$ cat config.mk
export PLATFORM = sky130hd
export DESIGN_NAME = uart_rx
export DESIGN_NICKNAME = d
export VERILOG_FILES = /design/src/rtl/uart_pkg.sv /design/src/rtl/uart_sync2.sv /design/src/rtl/uart_rx.sv
export SDC_FILE = /design/constraint.sdc
export NUM_CORES = 1
export LEC_CHECK = 0
export CAP_MARGIN = 30
export CORE_MARGIN = 2
export CORE_UTILIZATION = 45
export CTS_CLUSTER_SIZE = 40
export DETAILED_ROUTE_END_ITERATION = 6
export MAX_ROUTING_LAYER = met4
export PLACE_DENSITY = 0.73
export SLEW_MARGIN = 30
export SYNTH_ARGS = -nofsm -noshare
export SYNTH_HDL_FRONTEND = slang
export SYNTH_SLANG_ARGS = --single-unit
export TNS_END_PERCENT = 5
$ cat constraint.sdc
create_clock -name baud_clk -period 1.9 [get_ports baud_clk]
set_input_delay 0.19 -clock baud_clk [delete_from_list [all_inputs] [get_ports baud_clk]]
set_output_delay 0.19 -clock baud_clk [all_outputs]
set_load 0.005 [all_outputs]
$ cat src/rtl/uart_pkg.sv
// uart_pkg: shared types, default sizes and small helpers for the UART blocks.
// Holds the receiver state enum and the parity helper shared with uart_tx.
package uart_pkg;

    localparam int OVERSAMPLE_DEF = 16;
    localparam int DATA_BITS_DEF  = 8;

    typedef enum logic [2:0] {
        IDLE,
        START,
        DATA,
        PARITY,
        STOP
    } rx_state_e;

    // Even-parity bit of a word; zero-extend narrower words to 32 bits.
    function automatic logic even_parity(input logic [31:0] d);
        return ^d;
    endfunction

    function automatic logic majority3(
        input logic a,
        input logic b,
        input logic c
    );
        return (a & b) | (a & c) | (b & c);
    endfunction

endpackage

$ cat src/rtl/uart_sync2.sv
// uart_sync2: two-flop synchronizer for idle-high async inputs.
// Ports: clk, nrst (sync, active-high, resets both flops to 1), d in, q out.
module uart_sync2 (
    input  logic clk,
    input  logic nrst,
    input  logic d,
    output logic q
);

    logic s1_q, s1_d;
    logic s2_q, s2_d;

    always_comb begin
        s1_d = d;
        s2_d = s1_q;
    end

    always_ff @(posedge clk) begin
        if (nrst) begin
            s1_q <= 1'b1;
            s2_q <= 1'b1;
        end else begin
            s1_q <= s1_d;
            s2_q <= s2_d;
        end
    end

    assign q = s2_q;

endmodule

$ cat src/rtl/uart_rx.sv
// uart_rx: oversampled 8N1 receiver with valid/ack output and sticky error flags.
// Ports: baud_clk, nrst (sync, active-high), sin, rx_ack -> dout, rx_valid,
// busy_rx, frame_err, overrun; parity_err only with UART_RX_PARITY_EN defined.
module uart_rx
    import uart_pkg::*;
#(
    parameter int OVERSAMPLE = OVERSAMPLE_DEF,
    parameter int DATA_BITS  = DATA_BITS_DEF
) (
    input  logic                 baud_clk,
    input  logic                 nrst,
    input  logic                 sin,
    input  logic                 rx_ack,
    output logic [DATA_BITS-1:0] dout,
    output logic                 rx_valid,
    output logic                 busy_rx,
    output logic                 frame_err,
`ifdef UART_RX_PARITY_EN
    output logic                 parity_err,
`endif
    output logic                 overrun
);

    localparam int CW = $clog2(OVERSAMPLE);
    localparam int BW = $clog2(DATA_BITS + 1);

    localparam logic [CW-1:0] T_LO   = CW'(OVERSAMPLE / 2 - 1);
    localparam logic [CW-1:0] T_MID  = CW'(OVERSAMPLE / 2);
    localparam logic [CW-1:0] T_HI   = CW'(OVERSAMPLE / 2 + 1);
    localparam logic [CW-1:0] T_LAST = CW'(OVERSAMPLE - 1);
    localparam logic [BW-1:0] B_LAST = BW'(DATA_BITS - 1);

    logic                 s_sync;
    logic                 s_prev_q, s_prev_d;
    rx_state_e            state_q, state_d;
    logic [CW-1:0]        cnt_q, cnt_d;
    logic [1:0]           samp_q, samp_d;
    logic [DATA_BITS-1:0] shift_q, shift_d;
    logic [BW-1:0]        bit_q, bit_d;
    logic [DATA_BITS-1:0] dout_q, dout_d;
    logic                 valid_q, valid_d;
    logic                 busy_q, busy_d;
    logic                 ferr_q, ferr_d;
    logic                 ovr_q, ovr_d;
`ifdef UART_RX_PARITY_EN
    logic                 perr_q, perr_d;
`endif
    logic                 maj;
    logic                 load;

    uart_sync2 u_sync (
        .clk  (baud_clk),
        .nrst (nrst),
        .d    (sin),
        .q    (s_sync)
    );

    always_comb begin
        state_d  = state_q;
        cnt_d    = cnt_q;
        samp_d   = samp_q;
        shift_d  = shift_q;
        bit_d    = bit_q;
        dout_d   = dout_q;
        valid_d  = valid_q;
        ferr_d   = ferr_q;
        ovr_d    = ovr_q;
`ifdef UART_RX_PARITY_EN
        perr_d   = perr_q;
`endif
        s_prev_d = s_sync;
        load     = 1'b0;
        // Third vote is the live sample at MID+1.
        maj      = majority3(samp_q[1], samp_q[0], s_sync);

        if (cnt_q == T_LO) samp_d[1] = s_sync;
        if (cnt_q == T_MID) samp_d[0] = s_sync;

        case (state_q)
            IDLE: begin
                cnt_d = '0;
                // Edge, not level: a line stuck low must
                // return high before another frame starts.
                if (!s_sync && s_prev_q) begin
                    state_d = START;
                    // Detection cycle is tick 0 of the start bit.
                    cnt_d   = CW'(1);
                end
            end
            START: begin
                cnt_d = cnt_q + 1'b1;
                if (cnt_q == T_HI) begin
                    if (maj) begin
                        state_d = IDLE;
                        cnt_d   = '0;
                    end else begin
                        // Counter keeps running so every data
                        // decision lands on MID+1 of its own bit.
                        state_d = DATA;
                        bit_d   = '0;
                    end
                end
            end
            DATA: begin
                cnt_d = (cnt_q == T_LAST) ? '0 : cnt_q + 1'b1;
                if (cnt_q == T_HI) begin
                    shift_d = DATA_BITS'({maj, shift_q} >> 1);
                    bit_d   = bit_q + 1'b1;
                    if (bit_q == B_LAST) begin
`ifdef UART_RX_PARITY_EN
                        state_d = PARITY;
`else
                        state_d = STOP;
`endif
                    end
                end
            end
`ifdef UART_RX_PARITY_EN
            PARITY: begin
                cnt_d = (cnt_q == T_LAST) ? '0 : cnt_q + 1'b1;
                if (cnt_q == T_HI) begin
                    if (even_parity(32'(shift_q)) != maj) perr_d = 1'b1;
                    state_d = STOP;
                end
            end
`endif
            STOP: begin
                cnt_d = (cnt_q == T_LAST) ? '0 : cnt_q + 1'b1;
                if (cnt_q == T_HI) begin
                    if (maj) load = 1'b1;
                    else ferr_d = 1'b1;
                    // Leave mid-stop so a back-to-back start is seen.
                    state_d = IDLE;
                    cnt_d   = '0;
                end
            end
            default: begin
                state_d = IDLE;
                cnt_d   = '0;
            end
        endcase

        // A load beats a same-cycle ack.
        if (load) begin
            dout_d  = shift_q;
            valid_d = 1'b1;
            if (valid_q && !rx_ack) ovr_d = 1'b1;
        end else if (rx_ack) begin
            valid_d = 1'b0;
        end

        busy_d = (state_d != IDLE);
    end

    always_ff @(posedge baud_clk) begin
        if (nrst) begin
            state_q  <= IDLE;
            s_prev_q <= 1'b1;
            cnt_q    <= '0;
            samp_q   <= '0;
            shift_q  <= '0;
            bit_q    <= '0;
            dout_q   <= '0;
            valid_q  <= 1'b0;
            busy_q   <= 1'b0;
            ferr_q   <= 1'b0;
            ovr_q    <= 1'b0;
`ifdef UART_RX_PARITY_EN
            perr_q   <= 1'b0;
`endif
        end else begin
            state_q  <= state_d;
            s_prev_q <= s_prev_d;
            cnt_q    <= cnt_d;
            samp_q   <= samp_d;
            shift_q  <= shift_d;
            bit_q    <= bit_d;
            dout_q   <= dout_d;
            valid_q  <= valid_d;
            busy_q   <= busy_d;
            ferr_q   <= ferr_d;
            ovr_q    <= ovr_d;
`ifdef UART_RX_PARITY_EN
            perr_q   <= perr_d;
`endif
        end
    end

    assign dout      = dout_q;
    assign rx_valid  = valid_q;
    assign busy_rx   = busy_q;
    assign frame_err = ferr_q;
    assign overrun   = ovr_q;
`ifdef UART_RX_PARITY_EN
    assign parity_err = perr_q;
`endif

endmodule

==> impl_metrics.py <==
metrics = {
    "final_layout": {
        "post_layout_nonfiller_instances": 226,
        "syn2layout_area_growth_pct": 18.01,
        "final_area_um2": 1763,
        "layout.nets": 189,
        "drive_above_1_share": 0.1374,
        "post-route-util": 0.5681,
        "antenna_cells": 0,
    },
    "synthesis": {
        "syn_area_per_cell_um2": 9.165,
        "synth.yosys.seq_area_share": 0.4824,
        "ys_seq_elements": 36,
        "synthAdderAreaFrac": 0.04104,
        "synthSimpleGateAreaFrac": 0.2253,
        "yosysTopAreaCellShare": 0.4824,
        "synth_top_family_by_area": "simple AND/OR/NAND/NOR gates",
        "synth_mux_area_frac": 0.07370,
        "synth.distinct_cells": 40,
        "synthXorXnorAreaFrac": 0.02345,
        "yosys-top-cells-area": "dfxtp_1 (48%), mux2i_1 (7.4%), nor2_1 (5.8%), a21oi_1 (5.4%), nand2_1 (5.0%)",
        "synthTopCellsByCount": "dfxtp_1 (36), nor2_1 (23), nand2_1 (20)",
        "yosysTopAreaCell": "dfxtp_1",
        "yosys_warnings": 0,
        "synth_cells": 163,
        "synth_edf_count": 0,
        "yosysMostFrequentCell": "dfxtp_1",
        "synth-compound-area-share": 0.1097,
        "synth_area_um2": 1494,
        "synthArstFlopShare": 0,
        "syn_nets": 171,
        "synth_flop_cell": "dfxtp_1",
    },
    "die": {
        "ioPinCount": 16,
        "dieArea_um2": 3797,
        "core_um2": 3103,
        "die_y_um": 61.62,
        "initial_core_util": 0.4815,
        "rows": 20,
        "chipWidth_um": 61.62,
    },
    "worst_setup_path": {
        "required_ns": 2.18,
        "cp_slowest_stage_delay_ns": 0.42,
        "cp-end-kind": "flip-flop",
        "crit_chain": "ha_1 -> and3b_2 -> and2_1 -> nor2_2 -> or3_1 -> a21oi_1",
        "crit_path_max_fanout": 9,
        "crit_slowest_cell": "dfxtp_1",
        "start_kind": "flip-flop",
        "critPathArrivalTime_ns": 1.99,
        "crit_type": "reg2reg",
    },
    "hold_path": {
        "worst_hold_path_type": "in2reg",
    },
    "timing": {
        "setup_violations": 0,
        "fin_tns_setup_ns": 0,
        "relSlewSlack": 0.7735,
        "clock_skew_ns": 0.004729,
        "layout_setup_ws_ns": 0.1885,
        "min_period_over_period": 0.9008,
        "fin_crit_ns": 1.712,
        "maxSlewViolCount": 0,
        "grt_setup_unrepaired": "false",
        "worst_slew_pin_slew_ns": 0.3385,
        "hold_viol_final": 0,
        "whs_ns": 0.4108,
        "fmax_mhz": 584.3,
    },
    "clock_network": {
        "cts.sinks": 36,
        "numCtsBuffers": 5,
        "clk_path_buf_depth": 2,
        "cts_root_buf": "clkbuf_4",
        "hold_buffers": 0,
        "clkSlewWorstSetupHoldPaths_ns": 0.10,
        "cts_tree": "built",
        "clock_latency_ns": 0.34,
        "h-tree-depth": 2,
    },
    "power_and_ir_drop": {
        "leakagePower_nw": 0.6738,
        "power.density_nw_per_um2": 754.4,
        "finalPower_mw": 1.330,
        "peakVddDrop_mv": 0.4872,
    },
    "global_routing": {
        "grt_pass1_wl_um": 4340,
        "grt_max_degree": 30,
        "antenna_found_initial": 0,
        "grt_util_all_layers": 0.1609,
        "gr-total-overflow": 0,
        "grt_pass1_vias": 1024,
    },
    "routing": {
        "avgRoutedWirePerCell_um": 11.46,
        "drt_wl_total_um": 2589,
        "drt_iter0_markers": 55,
        "vias": 1136,
        "drtPass1Iterations": 4,
        "vias_per_cell": 5.027,
        "drtAntennaViolNets": 0,
        "drc": 0,
    },
    "job": {
        "drv_cap": 0,
    },
    "place": {
        "place_area_um2": 1685,
        "pre_cts_ws_ns": 0.1213,
        "gp_congestion": 0.8923,
        "numPortBuffers": 15,
        "dp_hpwl_um": 1843,
        "dp.cells": 218,
    },
    "run_status": {
        "status": "finished, final reports clean",
    },
}
## worst paths after layout
kind / startpoint / slack, ns / to / cells after the start
max: cnt_q[0]$_SDFF_PP0_ / 0.19 / bit_q[3]$_SDFFE_PP0P_ / 6
min: sin / 0.41 / u_sync.s1_q$_SDFF_PP1_ / 2
max reg2reg: cnt_q[0]$_SDFF_PP0_ / 0.19 / bit_q[3]$_SDFFE_PP0P_ / 6
min reg2reg: u_sync.s1_q$_SDFF_PP1_ / 0.42 / u_sync.q$_SDFF_PP1_ / 1
## cell families after synthesis
logic type	count (synthesis)
muxes	11
DFF	36
xor gates and xnor gates	4
and+or+nand+nor	67
buffers and inverters	13
AOI/OAI and AO/OA	27
adders and majority gates	5
## state kept, by name (all words and copies together) (netlist names)
name and flops:
state_q 3, bit_q 4, overrun 1, shift_q 8
u_sync.q 1, frame_err 1, rx_valid 1, samp_q 2
dout 8, s_prev_q 1, busy_rx 1, u_sync.s1_q 1
cnt_q 4
## routing by layer
layer	wire [um]	track usage
met1	1247	0.1912
met2	1202	0.2511
met3	116	0.06303
met4	23	0.04863
met5	0	-
## power breakdown
part | internal [mW] | total (mW) | switching, mW | leakage, nW
registers | 0.760 | 0.764 | 0.00366 | 0.291
clock network | 0.276 | 0.521 | 0.245 | 0.0422
logic | 0.0217 | 0.0454 | 0.0237 | 0.341
## worst max-delay path, delay by kind of cell (launching register included)
family / cells / cell delay (ns)
DFF: 1 / 0.42
adders and majority gates: 1 / 0.18
and+or+nand+nor: 4 / 0.92
AOI/OAI and AO/OA: 1 / 0.14
## layout make-up
type	instances	area [um^2]
Clock inverter	2	35.03
Fill cell	296	1340
Inverter	4	15.01
Timing Repair Buffer	20	187.7
Multi-Input combinational cell	114	708.2
Sequential cell	36	720.7
Tap cell	44	55.05
Clock buffer	6	41.29
## cells in the final DEF (no fill, tap or decap), drive strengths merged, types with 2 or more instances in the layout
cell type and instances:
nor3b 2, nand3b 2, nor2 24, clkdlybuf4s50 15, nor3 2, nand3 3
clkbuf 6, buf 5, or2 5, o21ai 3, a21oi 16, ha 4
inv 4, xor2 3, o21ba 2, dfxtp 36, nand2 20, mux2i 11
## what timing repair did
action,4_1_cts,5_1_grt
setup endpoints to repair,0,1
gates resized for setup,0,1
setup buffers,0,0
(Power assumes the default switching activity.)
